File: src/rtl/text_pkg.sv
// Shared constants and state type for the text RAM arbiter.
// Latency: n/a (package only).
// Backpressure: n/a (package only).
package text_pkg;
    localparam int TEXT_COLS = 80;
    localparam int TEXT_ROWS = 30;
    localparam int CELLS     = TEXT_COLS * TEXT_ROWS;
    localparam int ADDR_W    = 12;
    localparam int DATA_W    = 8;
    localparam logic [DATA_W-1:0] FILL_CHAR = 8'h20;

    typedef enum logic {
        IDLE  = 1'b0,
        CLEAR = 1'b1
    } arb_state_t;
endpackage

File: src/rtl/text_rr_arb2.sv
// Two-way round-robin arbiter: one-hot grant, pointer moves past the winner.
// Latency: grant is combinational in the request cycle; pointer updates on the next edge.
// Backpressure: en=0 withholds every grant and freezes the pointer.
module text_rr_arb2 (
    input  logic       clk100,
    input  logic       reset,
    input  logic       en,
    input  logic [1:0] req,
    output logic [1:0] grant
);
    // ptr_q names the requester that wins a tie (1 = requester 1)
    logic ptr_q, ptr_d;

    // Grant: single requester wins outright, ties go to the pointed requester
    always_comb begin
        grant = 2'b00;
        if (en) begin
            if (req == 2'b11) begin
                grant = ptr_q ? 2'b10 : 2'b01;
            end else begin
                grant = req;
            end
        end
    end

    // Pointer moves to the requester that did not win, only when a grant occurs
    always_comb begin
        ptr_d = ptr_q;
        if (grant[0]) begin
            ptr_d = 1'b1;
        end else if (grant[1]) begin
            ptr_d = 1'b0;
        end
    end

    // Pointer register, requester 0 preferred after reset
    always_ff @(posedge clk100) begin
        if (reset) begin
            ptr_q <= 1'b0;
        end else begin
            ptr_q <= ptr_d;
        end
    end
endmodule

File: src/rtl/text_ram_arbiter.sv
// Single-port text RAM arbiter: display reads first, then clear engine, then two round-robin writers.
// Latency: RAM port is combinational from the grant; disp_data/disp_valid appear 1 cycle after disp_req.
// Backpressure: writers wait (req held) until ack; display is never stalled. Optional TEXTARB_STATS_EN adds stall_cnt.
module text_ram_arbiter
    import text_pkg::*;
(
    input  logic              clk100,
    input  logic              reset,
    input  logic              disp_req,
    input  logic [ADDR_W-1:0] disp_addr,
    output logic [DATA_W-1:0] disp_data,
    output logic              disp_valid,
    input  logic              wr0_req,
    input  logic [ADDR_W-1:0] wr0_addr,
    input  logic [DATA_W-1:0] wr0_data,
    output logic              wr0_ack,
    input  logic              wr1_req,
    input  logic [ADDR_W-1:0] wr1_addr,
    input  logic [DATA_W-1:0] wr1_data,
    output logic              wr1_ack,
    input  logic              clear_start,
    output logic              busy,
    output logic              ram_en,
    output logic              ram_we,
    output logic [ADDR_W-1:0] ram_addr,
    output logic [DATA_W-1:0] ram_wdata,
    input  logic [DATA_W-1:0] ram_rdata
`ifdef TEXTARB_STATS_EN
    ,
    output logic [15:0]       stall_cnt
`endif
);
    localparam logic [ADDR_W-1:0] CELLS_A = ADDR_W'(CELLS);
    localparam logic [ADDR_W-1:0] LAST_A  = ADDR_W'(CELLS - 1);

    arb_state_t        state_q, state_d;
    logic [ADDR_W-1:0] clr_cnt_q, clr_cnt_d;
    logic              disp_valid_q, disp_valid_d;
    logic [1:0]        wr_grant;
    logic              wr_slot_free;
    logic [ADDR_W-1:0] wr_sel_addr;
    logic [DATA_W-1:0] wr_sel_data;

    // Writers only get slots the display and clear engine leave unused
    assign wr_slot_free = !reset && !disp_req && (state_q == IDLE);

    text_rr_arb2 u_rr (
        .clk100 (clk100),
        .reset  (reset),
        .en     (wr_slot_free),
        .req    ({wr1_req, wr0_req}),
        .grant  (wr_grant)
    );

    assign wr_sel_addr = wr_grant[1] ? wr1_addr : wr0_addr;
    assign wr_sel_data = wr_grant[1] ? wr1_data : wr0_data;

    // State and clear-counter registers
    always_ff @(posedge clk100) begin
        if (reset) begin
            state_q      <= IDLE;
            clr_cnt_q    <= '0;
            disp_valid_q <= 1'b0;
        end else begin
            state_q      <= state_d;
            clr_cnt_q    <= clr_cnt_d;
            disp_valid_q <= disp_valid_d;
        end
    end

    // Next state: start a clear from IDLE, advance the fill address on free slots
    always_comb begin
        state_d      = state_q;
        clr_cnt_d    = clr_cnt_q;
        disp_valid_d = disp_req;
        case (state_q)
            IDLE: begin
                if (clear_start) begin
                    state_d   = CLEAR;
                    clr_cnt_d = '0;
                end
            end
            CLEAR: begin
                if (!disp_req) begin
                    if (clr_cnt_q == LAST_A) begin
                        state_d = IDLE;
                    end else begin
                        clr_cnt_d = clr_cnt_q + 1'b1;
                    end
                end
            end
            default: state_d = IDLE;
        endcase
    end

    // Outputs: RAM port from this cycle's slot owner; out-of-range writes ack without touching RAM
    always_comb begin
        ram_en    = 1'b0;
        ram_we    = 1'b0;
        ram_addr  = '0;
        ram_wdata = '0;
        wr0_ack   = 1'b0;
        wr1_ack   = 1'b0;
        busy      = (state_q == CLEAR);
        if (!reset) begin
            if (disp_req) begin
                ram_en   = 1'b1;
                ram_addr = disp_addr;
            end else if (state_q == CLEAR) begin
                ram_en    = 1'b1;
                ram_we    = 1'b1;
                ram_addr  = clr_cnt_q;
                ram_wdata = FILL_CHAR;
            end else if (|wr_grant) begin
                wr0_ack   = wr_grant[0];
                wr1_ack   = wr_grant[1];
                ram_addr  = wr_sel_addr;
                ram_wdata = wr_sel_data;
                if (wr_sel_addr < CELLS_A) begin
                    ram_en = 1'b1;
                    ram_we = 1'b1;
                end
            end
        end
    end

    // The RAM output register already holds the read word in the valid cycle
    assign disp_valid = disp_valid_q;
    assign disp_data  = disp_valid_q ? ram_rdata : '0;

`ifdef TEXTARB_STATS_EN
    logic [15:0] stall_cnt_q, stall_cnt_d;

    // Stall counter register
    always_ff @(posedge clk100) begin
        if (reset) begin
            stall_cnt_q <= '0;
        end else begin
            stall_cnt_q <= stall_cnt_d;
        end
    end

    // Count cycles where a writer waits without an ack, saturating
    always_comb begin
        stall_cnt_d = stall_cnt_q;
        if ((wr0_req || wr1_req) && !(|wr_grant) && (stall_cnt_q != 16'hFFFF)) begin
            stall_cnt_d = stall_cnt_q + 16'd1;
        end
    end

    assign stall_cnt = stall_cnt_q;
`endif
endmodule

File: config.mk
export PLATFORM = sky130hd
export DESIGN_NAME = text_ram_arbiter
export DESIGN_NICKNAME = d
export VERILOG_FILES = /design/src/rtl/text_pkg.sv /design/src/rtl/text_rr_arb2.sv /design/src/rtl/text_ram_arbiter.sv
export SDC_FILE = /design/constraint.sdc
export NUM_CORES = 1
export LEC_CHECK = 0
export CORE_ASPECT_RATIO = 1.75
export CORE_MARGIN = 1.5
export CORE_UTILIZATION = 30
export CTS_BUF_LIST = sky130_fd_sc_hd__clkbuf_4 sky130_fd_sc_hd__clkbuf_8
export CTS_CLUSTER_SIZE = 20
export DETAILED_ROUTE_END_ITERATION = 10
export GPL_ROUTABILITY_DRIVEN = 0
export PLACE_DENSITY = 0.66
export SLEW_MARGIN = 20
export SYNTH_ARGS = -nofsm -noshare
export SYNTH_HDL_FRONTEND = slang
export SYNTH_SLANG_ARGS = --single-unit
File: constraint.sdc
create_clock -name clk100 -period 2 [get_ports clk100]
set_clock_uncertainty 0.2 [all_clocks]
set_input_delay 0.4 -clock clk100 [delete_from_list [all_inputs] [get_ports clk100]]
set_output_delay 0.4 -clock clk100 [all_outputs]
set_load 0.02 [all_outputs]
==> results.yml <==
floorplanning:
  core_area_mm2: 0.00534
  fp.dieH_um: 102
  die_area_mm2: 0.00606
  pin_count: 100
  die_w_um: 59.5
  placementRows: 35
  start_util_pct: 31.4
worst_setup_path:
  max_stage_delay_ns: 0.35
  critPathKind: "register to primary output"
  path_max_fanout: 16
  crit_buf_inv: 2
  path_depth: 6
  cp.required_ns: 1.40
  r2r-end: "clr_cnt_q[4]"
  cp-end-kind: "primary output"
  r2r-start: "clr_cnt_q[11]"
  ff2ff_setup_slack_ns: 0.12
  endpoint: "ram_addr[10]"
  ff2ff_path_depth: 4
  cp.arrival_ns: 1.87
  slowest_stage: "dfxtp_2"
  crit_path_start_kind: "register"
  path_cells: "or3_4, buf_12, nor4_2, o21ai_1, a221oi_2, buf_4"
  critPathLaunch: "busy"
  cpLargestDelayFamily: "simple AND/OR/NAND/NOR gates"
finish:
  num-nets-final: 435
  drive_above_1_share_pct: 39.5
  final_cell_mix: "buf_4 (49), clkdlybuf4s50_1 (48), a21oi_1 (21), inv_1 (19), buf_6 (19)"
  area_growth_pct: 110
  diodes: 0
  layoutNonFillerInstCount: 441
  layout_commonest_cell: "buf_4"
synth:
  synth_cell_types: 46
  synth_top_family_by_area: "compound AO/OA/AOI/OAI gates"
  synth.ff_latch_count: 15
  async_flop_share_pct: 0
  ys_warn_count: 0
  yosys_most_used_dff: "dfxtp_1"
  syn_area_mm2: 0.00168
  syn_avg_cell_area_um2: 7.19
  synthSimpleGateAreaFrac_pct: 28.6
  seq_area_frac_synth_pct: 17.9
  synth_fp_nets: 300
  muxShareOfSynthArea_pct: 0.672
  yosys.area_share.xor_xnor_pct: 0
  synth_adder_area_share_pct: 0.747
  synth_compound_area_share_pct: 40.9
  synth_cells: 233
  synth_enable_flop_cells: 0
sta:
  fin_ws_ns: -0.465
  drv_slew: 0
  hold_ws_ns: 0.325
  worst_pin_slew_ns: 0.501
  setup_viol: 23
  fmax_mhz: 406
  period_share_pct: 123
  min_period_ns: 2.47
  relSlewSlack_pct: 66.6
  rsz0062_at_grt: "yes"
  hold_violations: 0
route:
  routed_wl_um: 7270
  drc: 0
  detail-route-antenna-nets: 0
  avgViaCountPerCell: 5.35
  first_pass_iters: 4
  drt-initial-drc-count: 49
  num_vias: 2359
  wl_per_cell_um: 16.5
clock_network:
  clock_latency_ns: 0.26
  clkSinkCount: 15
  holdBufCountCts: 0
  htreeDepth: 1
  cts_buffers: 3
  cts_tree: "done"
  cts-root-buf: "clkbuf_8"
  cts_buffer_depth: 2
  path_clk_slew_ns: 0.07
outcome:
  violations: "setup timing"
  status: "finished with violations"
grt:
  grt_pass1_wl_um: 10800
  grt_max_degree: 26
  track_usage_pct: 22.9
  antenna_found_initial: 0
  gr-total-overflow: 0
  grt_pass1_vias: 2338
place:
  place_inst: 433
  dp_hpwl_um: 5520
  port_buffers: 99
  pre_cts_ws_ns: -1.13
power:
  p_total_uw: 1170
  p_leak_uw: 0.00141
  peakVddDrop_uv: 392
  power_density_mw_per_mm2: 333
flow_run:
  max-cap-violations: 0
worst_hold_path:
  worstHoldPathType: "register to register"
## layout make-up
type                            count  area [µm²]
Sequential cell                    15         304
Multi-Input combinational cell    178        1620
Inverter                           21        91.3
Fill cell                         497        1820
Timing Repair Buffer              148        1360
Tap cell                           74        92.6
Clock buffer                        4        48.8
Timing Repair inverter              1        8.76
## where the power goes
| group | switching [µW] | total [µW] | internal, µW |
|---|---|---|---|
| sequential | 7.41 | 312 | 305 |
| clock | 122 | 277 | 155 |
| combinational | 289 | 584 | 295 |
| total | 418 | 1170 | 755 |
## stage by stage
step	setup TNS [ns]	util, %	cell area, µm²
floorplan	-4.28	-	1960
global placement	-26.79	61.1	3260
detailed placement	-27.02	61.1	3260
CTS	-7.15	64.1	3420
global route	-8.66	66.0	3520
finish	-7.28	66.0	3520
## worst min-delay path: cells and delay by family, from the launching register on
family,cells,cell delay [ns]
flops,1,0.34
compound gates,2,0.14
## synthesized netlist by cell type (4+ instances only)
cell | count | area [µm²]
buf_2 | 5 | 25.0
and2_1 | 8 | 50.1
or3_1 | 9 | 56.3
dfxtp_1 | 15 | 300
a211oi_1 | 4 | 30.0
a21o_1 | 10 | 75.1
o21ai_0 | 6 | 30.0
o31ai_1 | 12 | 90.1
clkbuf_1 | 10 | 37.5
a221oi_1 | 9 | 78.8
a21oi_1 | 30 | 150
nand4_1 | 11 | 68.8
nand2_1 | 22 | 82.6
o21ai_1 | 4 | 20.0
nor2_1 | 5 | 18.8
inv_1 | 20 | 75.1
buf_6 | 4 | 45.0
## how the worst min path moves through the flow
stage,start,endpoint,cells past startpoint
after floorplan,u_rr.ptr_q,u_rr.ptr_q,1
after global placement,clr_cnt_q[1],clr_cnt_q[1],2
after detailed placement,clr_cnt_q[11],clr_cnt_q[11],2
after CTS,clr_cnt_q[11],clr_cnt_q[11],2
after global routing,clr_cnt_q[11],clr_cnt_q[11],2
final,clr_cnt_q[11],clr_cnt_q[11],2
## cell families after synthesis
family,Yosys count
multiplexers,1
adder cells (fa/ha/maj),1
AND/OR/NAND/NOR,79
AO/OA/AOI/OAI,97
flip-flops,15
buffers and inverters,40
## routing by layer
metal / vias to the layer above / part of all wire [%] / global-route usage, %
met4: 0 / 3.6 / 11.6
met1: 1094 / 35 / 22.9
li1: 1154 / - / -
met5: - / 0 / 0
met2: 92 / 55 / 44.4
met3: 19 / 6.1 / 2.53
## what timing repair did
action / CTS / global route
gates cloned: 1 / 1
setup buffers: 1 / 1
pin swaps: 9 / 15
resized for setup: 195 / 22
setup endpoints to repair: 38 / 35
## state kept, by name, summed over array words and instances (netlist names)
signal and count:
busy 1, clr_cnt_q 12, disp_valid 1, u_rr.ptr_q 1
(Power assumes the default switching activity.)
